## src/rtl/dino_pkg.sv

```systemverilog
// Shared constants for the dino vertical-motion controller: game-state codes
// and the physics state encoding.
package dino_pkg;

    localparam logic [1:0] GS_IDLE = 2'b00;
    localparam logic [1:0] GS_OVER = 2'b01;
    localparam logic [1:0] GS_PLAY = 2'b10;

    typedef enum logic [1:0] {
        JS_GROUND = 2'd0,
        JS_RISE   = 2'd1,
        JS_FALL   = 2'd2
    } js_t;

endpackage

```

## src/rtl/dino_phys_step.sv

```systemverilog
// One airborne physics frame: integrates velocity into height, applies gravity,
// terminal velocity and the ceiling clamp, and flags landing. Purely combinational.
module dino_phys_step #(
    parameter int HEIGHT_W   = 8,
    parameter int VEL_W      = 6,
    parameter int JUMP_VEL   = 12,
    parameter int GRAVITY    = 1,
    parameter int MAX_HEIGHT = 120
) (
    input  logic [HEIGHT_W-1:0]       height,
    input  logic signed [VEL_W-1:0]   vel,
    input  logic                      fastDrop,
    output logic [HEIGHT_W-1:0]       nextHeight,
    output logic signed [VEL_W-1:0]   nextVel,
    output logic                      land,
    output logic                      clamp
);

    localparam int SW = HEIGHT_W + 2;
    localparam int DW = VEL_W + 2;
    localparam logic signed [SW-1:0] MAX_S = SW'(MAX_HEIGHT);

    logic signed [SW-1:0] sum;
    logic signed [DW-1:0] velDec;
    logic signed [DW-1:0] floorVel;

    // Terminal-velocity saturation; the widened operand absorbs the decrement overshoot.
    function automatic logic signed [VEL_W-1:0] sat_vel(
        input logic signed [DW-1:0] v,
        input logic signed [DW-1:0] floor_v
    );
        return (v < floor_v) ? VEL_W'(floor_v) : VEL_W'(v);
    endfunction

    always_comb begin
        sum        = SW'($signed({1'b0, height})) + SW'(vel);
        velDec     = DW'(vel) - (fastDrop ? DW'(3 * GRAVITY) : DW'(GRAVITY));
        floorVel   = fastDrop ? -DW'(2 * JUMP_VEL) : -DW'(JUMP_VEL);
        land       = (sum <= 0);
        clamp      = !land && (sum >= MAX_S);
        nextHeight = '0;
        nextVel    = '0;
        if (land) begin
            nextHeight = '0;
            nextVel    = '0;
        end else if (clamp) begin
            nextHeight = HEIGHT_W'(MAX_HEIGHT);
            nextVel    = '0;
        end else begin
            nextHeight = sum[HEIGHT_W-1:0];
            nextVel    = sat_vel(velDec, floorVel);
        end
    end

endmodule

```

## src/rtl/dino_jump_ctrl.sv

```systemverilog
// T-rex vertical-motion controller: per-frame jump physics and ground/duck flags.
// Optional DINO_FAST_DROP_EN: holding duck while airborne triples gravity and doubles terminal velocity.
module dino_jump_ctrl
    import dino_pkg::*;
#(
    parameter int HEIGHT_W   = 8,
    parameter int VEL_W      = 6,
    parameter int JUMP_VEL   = 12,
    parameter int GRAVITY    = 1,
    parameter int MAX_HEIGHT = 120
) (
    input  logic                clk,
    input  logic                rst,
    input  logic                frameTick,
    input  logic [1:0]          gameState,
    input  logic                jumpBtn,
    input  logic                duckBtn,
    output logic                Airborne,
    output logic                onGround,
    output logic                isDuck,
    output logic [HEIGHT_W-1:0] dinoHeight,
    output logic                jumpPulse
);

    js_t                      state_q, state_d;
    logic [HEIGHT_W-1:0]      height_q, height_d;
    logic signed [VEL_W-1:0]  vel_q, vel_d;
    logic                     air_q, air_d;
    logic                     duck_q, duck_d;
    logic                     pulse_q, pulse_d;

    logic [HEIGHT_W-1:0]      stepHeight;
    logic signed [VEL_W-1:0]  stepVel;
    logic                     stepLand, stepClamp;
    logic                     fastDrop;

`ifdef DINO_FAST_DROP_EN
    assign fastDrop = duckBtn;
`else
    assign fastDrop = 1'b0;
`endif

    dino_phys_step #(
        .HEIGHT_W  (HEIGHT_W),
        .VEL_W     (VEL_W),
        .JUMP_VEL  (JUMP_VEL),
        .GRAVITY   (GRAVITY),
        .MAX_HEIGHT(MAX_HEIGHT)
    ) u_step (
        .height    (height_q),
        .vel       (vel_q),
        .fastDrop  (fastDrop),
        .nextHeight(stepHeight),
        .nextVel   (stepVel),
        .land      (stepLand),
        .clamp     (stepClamp)
    );

    always_comb begin
        state_d  = state_q;
        height_d = height_q;
        vel_d    = vel_q;
        air_d    = air_q;
        duck_d   = duck_q;
        pulse_d  = 1'b0;
        if (frameTick) begin
            case (gameState)
                GS_OVER: begin
                    // Frozen in place, including mid-air.
                end
                GS_PLAY: begin
                    if (state_q == JS_GROUND) begin
                        if (jumpBtn && !duckBtn) begin
                            state_d  = JS_RISE;
                            height_d = HEIGHT_W'(JUMP_VEL);
                            vel_d    = VEL_W'(JUMP_VEL - GRAVITY);
                            air_d    = 1'b1;
                            duck_d   = 1'b0;
                            pulse_d  = 1'b1;
                        end else begin
                            duck_d = duckBtn;
                        end
                    end else begin
                        duck_d   = 1'b0;
                        height_d = stepHeight;
                        vel_d    = stepVel;
                        air_d    = !stepLand;
                        if (stepLand)
                            state_d = JS_GROUND;
                        else if (stepClamp || stepVel <= 0)
                            state_d = JS_FALL;
                        else
                            state_d = JS_RISE;
                    end
                end
                default: begin
                    state_d  = JS_GROUND;
                    height_d = '0;
                    vel_d    = '0;
                    air_d    = 1'b0;
                    duck_d   = 1'b0;
                end
            endcase
        end
    end

    always_ff @(posedge clk) begin
        if (rst) begin
            state_q  <= JS_GROUND;
            height_q <= '0;
            vel_q    <= '0;
            air_q    <= 1'b0;
            duck_q   <= 1'b0;
            pulse_q  <= 1'b0;
        end else begin
            state_q  <= state_d;
            height_q <= height_d;
            vel_q    <= vel_d;
            air_q    <= air_d;
            duck_q   <= duck_d;
            pulse_q  <= pulse_d;
        end
    end

    assign Airborne   = air_q;
    assign onGround   = ~air_q;
    assign isDuck     = duck_q;
    assign dinoHeight = height_q;
    assign jumpPulse  = pulse_q;

endmodule

```

## config.mk

```make
export PLATFORM = sky130hd
export DESIGN_NAME = dino_jump_ctrl
export DESIGN_NICKNAME = d
export VERILOG_FILES = /design/src/rtl/dino_pkg.sv /design/src/rtl/dino_phys_step.sv /design/src/rtl/dino_jump_ctrl.sv
export SDC_FILE = /design/constraint.sdc
export NUM_CORES = 1
export LEC_CHECK = 0
export CAP_MARGIN = 20
export CORE_ASPECT_RATIO = 0.7
export CORE_MARGIN = 2
export CORE_UTILIZATION = 30
export CTS_CLUSTER_SIZE = 40
export DETAILED_ROUTE_END_ITERATION = 16
export PLACE_DENSITY = 0.58
export SETUP_SLACK_MARGIN = 0.4
export SYNTH_ARGS = -nofsm -noshare
export SYNTH_HDL_FRONTEND = slang
export SYNTH_SLANG_ARGS = --single-unit
export TNS_END_PERCENT = 5
```

## constraint.sdc

```tcl
create_clock -name clk -period 5.86 [get_ports clk]
set_input_delay 1.172 -clock clk [delete_from_list [all_inputs] [get_ports clk]]
set_output_delay 1.172 -clock clk [all_outputs]
set_load 0.02 [all_outputs]
```

==> results.sh <==
export IMPL_rsz0062_at_grt="false"
export IMPL_htreeDepth=1
export IMPL_clkLatencyLatePin_ns=0.26
export IMPL_postCtsHoldBufs=0
export IMPL_portBuffers=18
export IMPL_vias_per_cell=5.35
export IMPL_synth_top_area_share=0.241
export IMPL_pwr_share_seq=0.524
export IMPL_grt_first_pass_wirelength_um=6640
export IMPL_path_clk_slew_ns=0.08
export IMPL_crit_required_ns=6.03
export IMPL_cts_buffers=3
export IMPL_path_max_fanout=11
export IMPL_synthFlopType="dfxtp_1"
export IMPL_slowest_stage="o311ai_1"
export IMPL_num_rows=22
export IMPL_wl_per_cell_um=14.4
export IMPL_netlist_top_cells_area="dfxtp_1, ha_1, a21oi_1"
export IMPL_synth_edf_count=0
export IMPL_syn_area_mm2=0.00158
export IMPL_worst_slack_ns=2.62
export IMPL_irDropWorstVdd_uv=78.3
export IMPL_drt_iter0_drc=88
export IMPL_p_leak_nw=0.724
export IMPL_relSlewSlack=0.417
export IMPL_critPathCaptureType="flop"
export IMPL_die_y_um=64.7
export IMPL_wl_met1_um=2300
export IMPL_synth_top_area_cell="dfxtp_1"
export IMPL_crit_arrival_ns=3.41
export IMPL_power_density_mw_per_mm2=137
export IMPL_nNetsFinal=228
export IMPL_grt_max_degree=22
export IMPL_area_delta_synth_final_pct=16.3
export IMPL_core_area_mm2=0.00515
export IMPL_ys_top_cells_by_count="a21oi_1, dfxtp_1, nand2_1, nor2_1, ha_1"
export IMPL_start_util=0.306
export IMPL_final_hold_viol_count=0
export IMPL_ant_nets=0
export IMPL_cts_setup_buffers=0
export IMPL_yosysSeqAreaShare=0.241
export IMPL_swShare=0.246
export IMPL_die_w_um=90.6
export IMPL_grt_use_total=0.140
export IMPL_slowest_delay_ns=0.71
export IMPL_status="finished clean"
export IMPL_path_cells="clkdlybuf4s50_1 > nand2b_1 > o311ai_1 > nor2b_1 > a21oi_1 > o31ai_1"
export IMPL_ioPinCount=19
export IMPL_synth_nets=216
export IMPL_cts_root_buf="clkbuf_8"
export IMPL_fin_crit_sh=0.554
export IMPL_comb_power_share=0.113
export IMPL_start_kind="primary input"
export IMPL_p_sw_mw=0.0621
export IMPL_async_flop_share=0
export IMPL_clock_sinks=19
export IMPL_routed_wl_um=4060
export IMPL_crit_type="in -> reg"
export IMPL_pwr_share_clk=0.363
export IMPL_synth_seq_cells=19
export IMPL_tns_ns=0
export IMPL_dp_hpwl_um=3200
export IMPL_dieArea_mm2=0.00586
export IMPL_grt_overflow_total=0
export IMPL_dpl_worst_slack_ns=2.35
export IMPL_slew_viol_final=0
export IMPL_syn_avg_cell_area_um2=7.96
export IMPL_vias=1504
export IMPL_intPower_mw=0.190
export IMPL_gp_congestion=0.838
export IMPL_drc=0
export IMPL_post_route_min_period_ns=3.24
export IMPL_netlist_instances=198
export IMPL_synth_distinct_cells=51
export IMPL_fin_skew_ns=0.00741
export IMPL_antenna_found_initial=0
export IMPL_dr_wl_met3_um=226
export IMPL_tightest_slew_ns=0.861
export IMPL_post_cts_resized=0
export IMPL_maxCapViolCount=0
export IMPL_routed_top_layer="met4"
export IMPL_fmax_mhz=308
export IMPL_cts_tree="yes"
export IMPL_cts_buffer_depth=2
export IMPL_yosysWarnings=0
export IMPL_grt_pass1_vias=1296
export IMPL_nFillCells=568
export IMPL_hold_path_class="reg -> reg"
export IMPL_drt_first_pass_iters=4
export IMPL_drive_gt1_frac=0.0526
export IMPL_wl_met2_um=1530
export IMPL_antenna_cells=0
export IMPL_setup_viol=0
-- metal layers --
metal,up-vias,global-route usage
met2,43,0.194
li1,774,-
met5,-,0
met4,0,0.0115
met3,2,0.0326
met1,685,0.223
-- path summary, 6_finish.rpt --
path	start	to	slack, ns	cells after the start
worst max-delay path	gameState[0]	vel_q[1]	2.62	6
worst min-delay path	dinoHeight[6]	dinoHeight[6]	0.49	2
worst max register to register	vel_q[5]	dinoHeight[3]	2.70	7
worst min register to register	dinoHeight[6]	dinoHeight[6]	0.49	2
-- cells in the final DEF (no fill, tap or decap), types with 5 or more instances in the layout --
| cell type | netlist | final |
|---|---|---|
| nor3_1 | 5 | 5 |
| nand2_1 | 15 | 15 |
| o31ai_1 | 6 | 6 |
| o211ai_1 | 6 | 6 |
| nor2b_1 | 6 | 6 |
| inv_1 | 8 | 8 |
| ha_1 | 10 | 10 |
| a21oi_1 | 19 | 19 |
| nand3_1 | 7 | 7 |
| dfxtp_1 | 19 | 19 |
| clkdlybuf4s50_1 | 0 | 18 |
| o21ai_0 | 8 | 8 |
| nor2_1 | 11 | 11 |
| nand4_1 | 6 | 6 |
-- worst max-delay path, delay by kind of cell --
| family | cells | cell delay (ns) |
|---|---|---|
| AO/OA/AOI/OAI | 3 | 0.95 |
| buffers and inverters | 1 | 0.43 |
| AND/OR/NAND/NOR | 2 | 0.86 |
-- power groups by stage --
stage / sequential (mW) / clock (mW) / combinational (mW)
6_report: 0.132 / 0.0916 / 0.0284
5_1_grt: 0.132 / 0.102 / 0.0311
4_1_cts: 0.132 / 0.0958 / 0.0284
3_5_place_dp: 0.135 / 0 / 0.0283
3_3_place_gp: 0.135 / 0 / 0.0282
2_1_floorplan: 0.135 / 0 / 0.0195
-- cells by family after synthesis --
group / count (synthesis) / synth area share
multiplexers: 1 / 0.00635
AND/OR/NAND/NOR: 68 / 0.234
flip-flops: 19 / 0.241
adder cells (fa/ha/maj): 11 / 0.0921
XOR/XNOR: 8 / 0.0444
buffers and inverters: 19 / 0.0564
AO/OA/AOI/OAI: 72 / 0.325
-- metrics by stage --
| stage | instances | power (mW) | cell area [um^2] | hold slack, ns | utilization |
|---|---|---|---|---|---|
| after floorplan | 198 | 0.155 | 1580 | 0.455 | - |
| after global placement | 277 | 0.163 | 1790 | 0.479 | 0.347 |
| after detailed placement | 277 | 0.163 | 1790 | 0.481 | 0.347 |
| after CTS | 281 | 0.256 | 1830 | 0.498 | 0.356 |
| after global routing | 281 | 0.265 | 1830 | 0.535 | 0.356 |
| final | 281 | 0.252 | 1830 | 0.489 | 0.356 |
-- flip-flops by register name, summed over array words and instances (netlist names) --
register,count
dinoHeight,8
Airborne,1
vel_q,6
isDuck,1
jumpPulse,1
state_q,2
-- cell type report --
cell class	instances	area (um^2)	share of cell area
Multi-Input combinational cell	160	1110	0.604
Sequential cell	19	380	0.207
Timing Repair Buffer	18	180	0.0982
Tap cell	72	90.1	0.0491
Clock buffer	3	41.3	0.0225
Inverter	8	30.0	0.0164
Clock inverter	1	5.00	0.00273
(Power assumes the default switching activity.)
